**src/rtl/stage_sequencer_pkg.sv**
```systemverilog
// stage_sequencer_pkg: state encoding shared by the stage sequencer files.
package stage_sequencer_pkg;
   typedef enum logic [1:0] {
      SEQ_RUN  = 2'd0,
      SEQ_HOLD = 2'd1,
      SEQ_IDLE = 2'd2
   } seq_state_e;
endpackage

```
**src/rtl/stage_sequencer_tick_decode.sv**
```systemverilog
// stage_sequencer_tick_decode: per-stage clip of slot/pulse length and tick/last-cycle terms.
module stage_sequencer_tick_decode #(
   parameter int LEN_W = 4
) (
   input  logic [LEN_W-1:0] i_slot_len,
   input  logic [LEN_W-1:0] i_pulse_len,
   input  logic [LEN_W-1:0] i_cnt,
   input  logic             i_sel,
   input  logic             i_run,
   output logic             o_tick,
   output logic             o_last
);
   logic [LEN_W-1:0] w_eff_slot, w_eff_pulse;
   // a zero slot still occupies one cycle; the pulse can never outlast its slot
   assign w_eff_slot  = (i_slot_len == '0) ? LEN_W'(1) : i_slot_len;
   assign w_eff_pulse = (i_pulse_len > w_eff_slot) ? w_eff_slot : i_pulse_len;
   assign o_tick      = i_run && i_sel && (i_cnt < w_eff_pulse);
   assign o_last      = i_sel && (i_cnt == w_eff_slot - LEN_W'(1));
endmodule

```
**src/rtl/stage_sequencer.sv**
```systemverilog
// stage_sequencer: frame/slot tick generator with stall hold, flush restart and frame single-step.
module stage_sequencer
   import stage_sequencer_pkg::*;
#(
   parameter int NUM_STAGES = 5,
   parameter int LEN_W      = 4,
   parameter int DEF_SLOT   = 5,
   parameter int DEF_PULSE  = 1,
   localparam int IDX_W     = $clog2(NUM_STAGES)
) (
   input  logic                          clk,
   input  logic                          rst,
   input  logic                          stall,
   input  logic                          flush,
   input  logic                          step_mode,
   input  logic                          step,
   input  logic [NUM_STAGES*LEN_W-1:0]   cfg_slot_len,
   input  logic [NUM_STAGES*LEN_W-1:0]   cfg_pulse_len,
   output logic [NUM_STAGES-1:0]         tick,
   output logic [IDX_W-1:0]              stage_idx,
   output logic [LEN_W-1:0]              slot_cnt,
   output logic                          frame_done,
   output logic                          idle
);
   seq_state_e                  r_st, w_st;
   logic [IDX_W-1:0]            r_idx, w_idx;
   logic [LEN_W-1:0]            r_cnt, w_cnt;
   logic                        r_fresh, w_fresh, w_load, w_run;
   logic                        r_last, r_done, r_idle;
   logic [NUM_STAGES*LEN_W-1:0] r_slot, r_pulse, w_slot, w_pulse;
   logic [NUM_STAGES-1:0]       r_tick, w_tick, w_last_k;

   // r_fresh marks a frame that is positioned at stage 0 but has not started (after reset or flush)
   always_comb begin
      w_st    = r_st;
      w_idx   = r_idx;
      w_cnt   = r_cnt;
      w_fresh = r_fresh;
      w_load  = 1'b0;
      if (flush) begin
         w_st    = stall ? SEQ_HOLD : SEQ_RUN;
         w_idx   = '0;
         w_cnt   = '0;
         w_fresh = 1'b1;
      end else if (r_st == SEQ_IDLE) begin
         w_st   = (step || !step_mode) ? SEQ_RUN : SEQ_IDLE;
         w_load = step || !step_mode;
      end else if (r_fresh) begin
         w_st    = stall ? SEQ_HOLD : SEQ_RUN;
         w_fresh = stall;
         w_load  = !stall;
      end else if (r_st == SEQ_HOLD) begin
         w_st = stall ? SEQ_HOLD : SEQ_RUN;
      end else if (r_done) begin
         w_idx   = '0;
         w_cnt   = '0;
         w_st    = step_mode ? SEQ_IDLE : (stall ? SEQ_HOLD : SEQ_RUN);
         w_fresh = !step_mode && stall;
         w_load  = !step_mode && !stall;
      end else begin
         w_st  = stall ? SEQ_HOLD : SEQ_RUN;
         w_cnt = r_last ? '0 : r_cnt + LEN_W'(1);
         w_idx = r_last ? r_idx + IDX_W'(1) : r_idx;
      end
   end

   assign w_slot  = w_load ? cfg_slot_len  : r_slot;
   assign w_pulse = w_load ? cfg_pulse_len : r_pulse;
   assign w_run   = (w_st == SEQ_RUN) && !w_fresh;

   for (genvar g = 0; g < NUM_STAGES; g++) begin : g_dec
      stage_sequencer_tick_decode #(.LEN_W(LEN_W)) u_dec (
         .i_slot_len  (w_slot[g*LEN_W +: LEN_W]),
         .i_pulse_len (w_pulse[g*LEN_W +: LEN_W]),
         .i_cnt       (w_cnt),
         .i_sel       (w_idx == IDX_W'(g)),
         .i_run       (w_run),
         .o_tick      (w_tick[g]),
         .o_last      (w_last_k[g])
      );
   end

   always_ff @(posedge clk or negedge rst) begin
      if (!rst) begin
         r_st    <= SEQ_RUN;
         r_idx   <= '0;
         r_cnt   <= '0;
         r_fresh <= 1'b1;
         r_slot  <= {NUM_STAGES{LEN_W'(DEF_SLOT)}};
         r_pulse <= {NUM_STAGES{LEN_W'(DEF_PULSE)}};
         r_tick  <= '0;
         r_last  <= 1'b0;
         r_done  <= 1'b0;
         r_idle  <= 1'b0;
      end else begin
         r_st    <= w_st;
         r_idx   <= w_idx;
         r_cnt   <= w_cnt;
         r_fresh <= w_fresh;
         r_slot  <= w_slot;
         r_pulse <= w_pulse;
         r_tick  <= w_tick;
         r_last  <= |w_last_k;
         r_done  <= w_run && (w_idx == IDX_W'(NUM_STAGES-1)) && (|w_last_k);
         r_idle  <= (w_st == SEQ_IDLE);
      end
   end

   assign tick       = r_tick;
   assign stage_idx  = r_idx;
   assign slot_cnt   = r_cnt;
   assign frame_done = r_done;
   assign idle       = r_idle;
endmodule

```
**config.mk**
```make
export PLATFORM = sky130hd
export DESIGN_NAME = stage_sequencer
export DESIGN_NICKNAME = d
export VERILOG_FILES = /design/src/rtl/stage_sequencer_pkg.sv /design/src/rtl/stage_sequencer_tick_decode.sv /design/src/rtl/stage_sequencer.sv
export SDC_FILE = /design/constraint.sdc
export NUM_CORES = 1
export LEC_CHECK = 0
export ABC_AREA = 1
export CAP_MARGIN = 20
export CORE_ASPECT_RATIO = 0.9
export CORE_MARGIN = 1
export CORE_UTILIZATION = 56
export DETAILED_ROUTE_END_ITERATION = 10
export PLACE_DENSITY = 0.8
export SYNTH_ARGS = -nofsm -noshare
export SYNTH_HDL_FRONTEND = slang
export SYNTH_HIERARCHICAL = 1
export SYNTH_SLANG_ARGS = --single-unit
export TNS_END_PERCENT = 100
```
**constraint.sdc**
```tcl
create_clock -name clk -period 3.09 [get_ports clk]
set_input_delay 0.618 -clock clk [delete_from_list [all_inputs] [get_ports clk]]
set_output_delay 0.618 -clock clk [all_outputs]
set_load 0.005 [all_outputs]
```
==> metrics.txt, run 1 <==
status complete, but fails checks; failing checks setup timing; chip width 93.50 µm; WL/cell 26.38 µm; post-synth top area cell dfrtp_1; Post-Syn Instances 545; Seq/Total Area, Yosys 34.88%; Mean Syn Cell Area 7.741 µm²; worst-path fanout max 8; clk_skew 12.63 ps; Crit Path Category flop to flop; GRT Util Overall 41.47%; Slew Limit Headroom 49.81%; Fill cells 184; RSZ-0062 raised after global routing true; final setup fails 7; Final ANT Viol Nets 0; synth top area cells dfrtp_1 (25%), nand2_1 (13%), ha_1 (12%); Total Neg Setup Slack -2980 ps; port bufs 59; Synth Register Bits 58; share of layout cells above drive strength 1 47.79%; GPL Wtd Cong 0.8801; first-pass GRT wire length 24.74 mm; vias in the first global route 5027; full die area 0.007886 mm²; routed vias 5722; H-tree depth 3; Post-route DRC 0; CP Capture Type flop; post-layout min period 3665 ps; CP Launch Type flop; final worst slack -575.4 ps; Max clock buf depth 2; TritonRoute pass-1 iters 9; Netlist cell types 29; clock sinks 58; max-cap violations 0; syn_nets 633; PwrDens 673.5 mW/mm²; antenna violations before repair 0; routed vias/inst 6.828; IO Count 60; fin nets 828; DP HPWL 8.236 mm; row cnt 29; RR Startpoint r_fresh$_DFF_PN1_; core footprint 0.007184 mm²; Place WS -639.2 ps; CTS tree yes; maximum vdd drop 0.0005626 V; grt ovf 0; Max Transition Viols Final 0; Tightest Pin Transition 752.8 ps; area grow syn2layout 62.69%; final wirelength 22.11 mm; Final period util 118.6%; Root Buffer clkbuf_8; delay-heaviest family, CP simple AND/OR/NAND/NOR gates; largest net degree at the start of global routing 31; CP most frequent cell nand2_1; mapped cell area 0.004219 mm²; Clk pin slew, worst setup/hold paths 80 ps; Critical Path AT 3940 ps; CTS Buf Count 9; Leak Pwr 3.348 nW; Starting Density 58.73%; fmax 272.8 MHz; area share of the largest cell type after synthesis 24.91%; Req. time, crit path 3360 ps; Reg2Reg Capture Point tick[4]$_DFF_PN0_; reg2reg path depth 26; 1st-iter DRT viols 922; DIE HEIGHT 84.35 µm; max incr delay on CP 550 ps; Hold Path Class primary input to asynchronous set/reset pin; Slowest-stage cell, CP dfstp_2; FF-to-FF setup slack -580 ps; worst path bufs/invs 6; Hold Vio Cnt, Final 0; antenna fix cells 0; Synth Warn # 6; clk_lat worst skew 370 ps
## metal layers
metal  routed length, µm  track usage (%)  up-vias  part of all wire (%)
met5                  63                0        -                  0.28
met4                2663            26.15        2                    12
li1                    -                -     2130                     -
met3                3169            11.50      335                    14
met1                6731            45.66     2569                    30
met2                9481            70.39      686                    43
## what timing repair did
item	in CTS	in global routing
resized for setup	70	111
buffers inserted	27	28
hold buffers	0	0
gates cloned	4	0
endpoints found under the setup margin	7	7
pin swaps	32	72
## placed cells by master, fill, tap and decap left out, types with 2 or more instances in the layout
| cell type | n |
|---|---|
| nor3_2 | 6 |
| nand2_4 | 15 |
| a21oi_1 | 6 |
| clkdlybuf4s50_1 | 57 |
| nor2_2 | 5 |
| clkbuf_8 | 10 |
| inv_4 | 3 |
| nand3_1 | 53 |
| nand2_1 | 93 |
| nor2_4 | 13 |
| xnor2_1 | 2 |
| inv_1 | 59 |
| a21oi_2 | 26 |
| nor3_1 | 4 |
| nand2_2 | 51 |
| o21ai_0 | 4 |
| inv_2 | 19 |
| clkinv_2 | 3 |
| xor2_1 | 19 |
| a21oi_4 | 6 |
| buf_4 | 128 |
| buf_8 | 2 |
| buf_6 | 3 |
| nand3_2 | 15 |
| clkbuf_1 | 3 |
| dfrtp_1 | 42 |
| dfstp_2 | 16 |
| ha_1 | 21 |
| buf_12 | 5 |
| nand2_8 | 2 |
| nor2_1 | 13 |
| ha_2 | 4 |
| nand4_1 | 8 |
| ha_4 | 17 |
| xnor2_2 | 3 |
## final cells by class
class	instances	area, µm²	share of cell area, %
Clock buffer	13	148.9	2.169
Clock inverter	3	15.01	0.2187
Inverter	81	311.5	4.539
Multi-Input combinational cell	393	3092	45.04
Sequential cell	58	1471	21.44
Tap cell	93	116.4	1.695
Timing Repair Buffer	197	1709	24.90
## metrics by stage
stage / hold WS, ps / instances / utilization (%) / total power [mW] / cell area, µm²
global placement: 465.8 / 769 / 77.06 / 2.571 / 5537
floorplan: 322.4 / 545 / - / 2.049 / 4219
CTS: 339.9 / 816 / 87.93 / 3.623 / 6317
global route: 348.4 / 838 / 95.54 / 4.767 / 6864
finish: 311.0 / 838 / 95.54 / 4.623 / 6864
detailed placement: 470.2 / 769 / 77.06 / 2.683 / 5537
## sequential cells by signal (all words and copies together), names as in the netlist
signal / count
slot_cnt: 4
r_slot: 20
stage_idx: 3
r_pulse: 20
r_st: 2
r_fresh: 1
tick: 5
idle: 1
r_last: 1
frame_done: 1
## cells by family after synthesis
logic type               synth area share, %
flip-flops                             34.88
AO/OA/AOI/OAI                          7.889
buffers and inverters                  8.630
AND/OR/NAND/NOR                        30.75
XOR/XNOR                               5.397
adder cells (fa/ha/maj)                12.46
## worst max path at each step
stage / startpoint / endpoint / slack, ps / depth (start not counted)
final: r_fresh$_DFF_PN1_ / tick[4]$_DFF_PN0_ / -580 / 26
after global routing: r_fresh$_DFF_PN1_ / frame_done$_DFF_PN0_ / -780 / 22
after CTS: r_fresh$_DFF_PN1_ / tick[4]$_DFF_PN0_ / -80 / 26
after detailed placement: step_mode / tick[2]$_DFF_PN0_ / -640 / 26
after global placement: step_mode / tick[0]$_DFF_PN0_ / -440 / 21
after floorplan: step_mode / tick[0]$_DFF_PN0_ / 200 / 24
## where the power goes
group	internal (mW)	switching [mW]	total, mW
clock	0.310	0.352	0.663
combinational	1.27	1.71	2.98
sequential	0.906	0.0760	0.982
total	2.48	2.14	4.62
## cells in the mapped netlist, drive strengths merged
cell type	instances
a21oi	38
and3	1
buf	9
clkbuf	4
dfrtp	42
dfstp	16
ha	42
inv	81
nand2	161
nand3	68
nand4	8
nor2	31
nor3	10
o21a	1
o21ai	6
o21bai	1
xnor2	6
xor2	20
Power figures use the tool's default switching activity.
==> run 2: changes to the inputs <==
--- a/config.mk
+++ b/config.mk
@@ -10,7 +10,7 @@
 export CORE_ASPECT_RATIO = 0.9
 export CORE_MARGIN = 1
-export CORE_UTILIZATION = 56
+export CORE_UTILIZATION = 50
 export DETAILED_ROUTE_END_ITERATION = 10
-export PLACE_DENSITY = 0.8
+export PLACE_DENSITY = 0.75
 export SYNTH_ARGS = -nofsm -noshare
 export SYNTH_HDL_FRONTEND = slang
==> constraint.sdc (replaced) <==
create_clock -name clk -period 3.1 [get_ports clk]
set_input_delay 0.62 -clock clk [delete_from_list [all_inputs] [get_ports clk]]
set_output_delay 0.62 -clock clk [all_outputs]
set_load 0.1 [all_outputs]
==> run 2 against run 1 <==
The run still ends with setup timing left. Clock-buffer cell count grew 1. Combinational power shrank 19%. Total power shrank 12%. Sequential share of layout area grew 0.73 points. Design area shrank 3.2%. Wire length shrank 32%. Worst setup slack gained 250 ps. Largest power group unchanged.
==> metrics.txt, run 2 (synthesized netlist as in run 1, its figures left out) <==
Tightest Pin Transition 726.2 ps (-26.63 ps); port bufs 59 (unchanged); fin area 0.006645 mm² (-3.2%); vias in the first global route 4179 (-17%); commonest non-fill, non-tap cells in the layout buf_4 (125), nand2_1 (116), inv_1 (63), nand3_1 (50), clkdlybuf4s50_1 (43); area grow syn2layout 57.50%; worst-path fanout max 10 (+2); CTS tree yes; core footprint 0.008107 mm² (+13%); routed vias/inst 5.625 (-18%); clock sinks 58 (unchanged); Hold Vio Cnt, Final 0 (unchanged); Register Area 0.001473 mm² (about the same); antenna fix cells 0 (unchanged); Max Transition Viols Final 0 (unchanged); post-layout min period 3425 ps; chip width 98.83 µm (+5.7%); clk_lat worst skew 340 ps (-30 ps); WL/cell 18.07 µm (-31%); largest net degree at the start of global routing 31 (unchanged); routed vias 4686 (-18%); final worst slack -325.0 ps (+250.4 ps); Total Neg Setup Slack -802.5 ps (+2177 ps); final setup fails 6 (-1); TritonRoute pass-1 iters 5 (-4); crit path cell chain clkdlybuf4s50_1, inv_1, nand2_1, nand2_2, o21ai_2, buf_6, buf_4, clkbuf_16, nand3_1, nand2_2, a21oi_4, buf_4, ha_1, xnor2_1, xor2_1, nand3_1, nor3_2, nor2_1, nand2_1, nand4_1, nor2_1; GPL Wtd Cong 0.8681 (-1.4%); fin cells 833 (-0.60%); CP Launch Type primary input; Fill cells 428 (+130%); fmax 292.0 MHz; Leak Pwr 3.350 nW (about the same); GRT Util Overall 27.83% (-14 points); Clk pin slew, worst setup/hold paths 70 ps (about the same); failing checks setup timing; CP Capture Type flop; status complete, but fails checks; clk_skew 10.24 ps (-2.386 ps); full die area 0.008810 mm² (+12%); commonest non-fill, non-tap cell in the layout buf_4; fin nets 817 (-1.3%); Max clock buf depth 2 (unchanged); 1st-iter DRT viols 320 (-65%); DIE HEIGHT 89.15 µm (+5.7%); Root Buffer clkbuf_8; Critical Path AT 3680 ps (-260 ps); CTS Buf Count 9 (unchanged); multi-input logic area 0.002845 mm² (-8.0%); Slowest-stage cell, CP clkdlybuf4s50_1; final core utilization 81.97% (-14 points); DP HPWL 8.057 mm (-2.2%); H-tree depth 3 (unchanged); Slew Limit Headroom 51.59% (+1.8 points); share of layout cells above drive strength 1 41.96% (-5.8 points); Starting Density 52.05% (-6.7 points); maximum vdd drop 0.0004268 V (-24%); Final period util 110.5%; Hold Path Class primary input to asynchronous set/reset pin; crit path from step; RR Startpoint r_fresh$_DFF_PN1_; antenna violations before repair 0 (unchanged); max incr delay on CP 450 ps (-100 ps); Crit Path Category primary input to flop; row cnt 31 (+6.9%); PwrDens 610.0 mW/mm² (-9.4%); RSZ-0062 raised after global routing true; Post-route DRC 0 (unchanged); dpl cells 774 (+0.65%); grt ovf 0 (unchanged); first-pass GRT wire length 18.80 mm (-24%); Req. time, crit path 3350 ps (about the same); Final ANT Viol Nets 0 (unchanged); final wirelength 15.06 mm (-32%); Post-CTS Hold Fix Bufs 0 (unchanged); max-cap violations 0 (unchanged); IO Count 60 (unchanged); Placed Area 0.005503 mm² (-0.61%)
==> run 2: report_power, final <==
| group | switching [mW] | internal [mW] |
|---|---|---|
| registers | 0.0550 | 0.902 |
| logic | 1.33 | 1.09 |
| clock network | 0.320 | 0.354 |
| total | 1.70 | 2.35 |
==> run 2: worst max-delay path, delay by kind of cell <==
| kind | cells | cell delay (ps) |
|---|---|---|
| buffers and inverters | 6 | 1120 |
| adders and majority gates | 1 | 190 |
| AOI/OAI and AO/OA | 2 | 120 |
| and+or+nand+nor | 10 | 1110 |
| xor gates and xnor gates | 2 | 490 |
==> run 2: timing repair <==
action | in CTS | in global routing
setup buffers | 23 | 15
gates cloned | 2 | 4
pin swaps | 16 | 50
endpoints found under the setup margin | 7 | 7
resized for setup | 25 | 96
==> run 2: final cells by class <==
type | count | share of cell area [%]
multi-input cells | 393 | 42.82
repair buffers | 186 | 25.76
flip-flops and latches | 58 | 22.16
inverters | 81 | 4.651
clock buffers | 14 | 2.598
well taps | 99 | 1.864
clock inverters | 2 | 0.1506
==> run 2: path summary, 6_finish.rpt <==
path | endpoint | slack [ps] | depth (start not counted)
max | frame_done$_DFF_PN0_ | -330 | 21
min | slot_cnt[0]$_DFF_PN0_ | 330 | 1
max reg2reg | frame_done$_DFF_PN0_ | -310 | 22
min reg2reg | r_pulse[4]$_DFF_PN1_ | 470 | 2
max in group asynchronous | r_slot[18]$_DFF_PN1_ | 2060 | 2
min in group clk | r_pulse[4]$_DFF_PN1_ | 470 | 2
==> run 2: routing by layer <==
metal	up-vias	GRT usage [%]	wire, µm
met1	2265	32.95	5978
met2	238	49.59	7681
met3	68	5.942	798
met5	-	0	0
li1	2115	-	-
met4	0	12.21	598
==> run 2: metrics by stage <==
| step | setup WS (ps) | total power, mW | hold slack (ps) |
|---|---|---|---|
| floorplan | 46.72 | 2.090 | 324.4 |
| global placement | -404.3 | 2.621 | 461.6 |
| detailed placement | -518.7 | 2.711 | 462.8 |
| CTS | -17.50 | 3.551 | 332.5 |
| global route | -407.3 | 4.258 | 366.9 |
| finish | -325.0 | 4.053 | 328.5 |
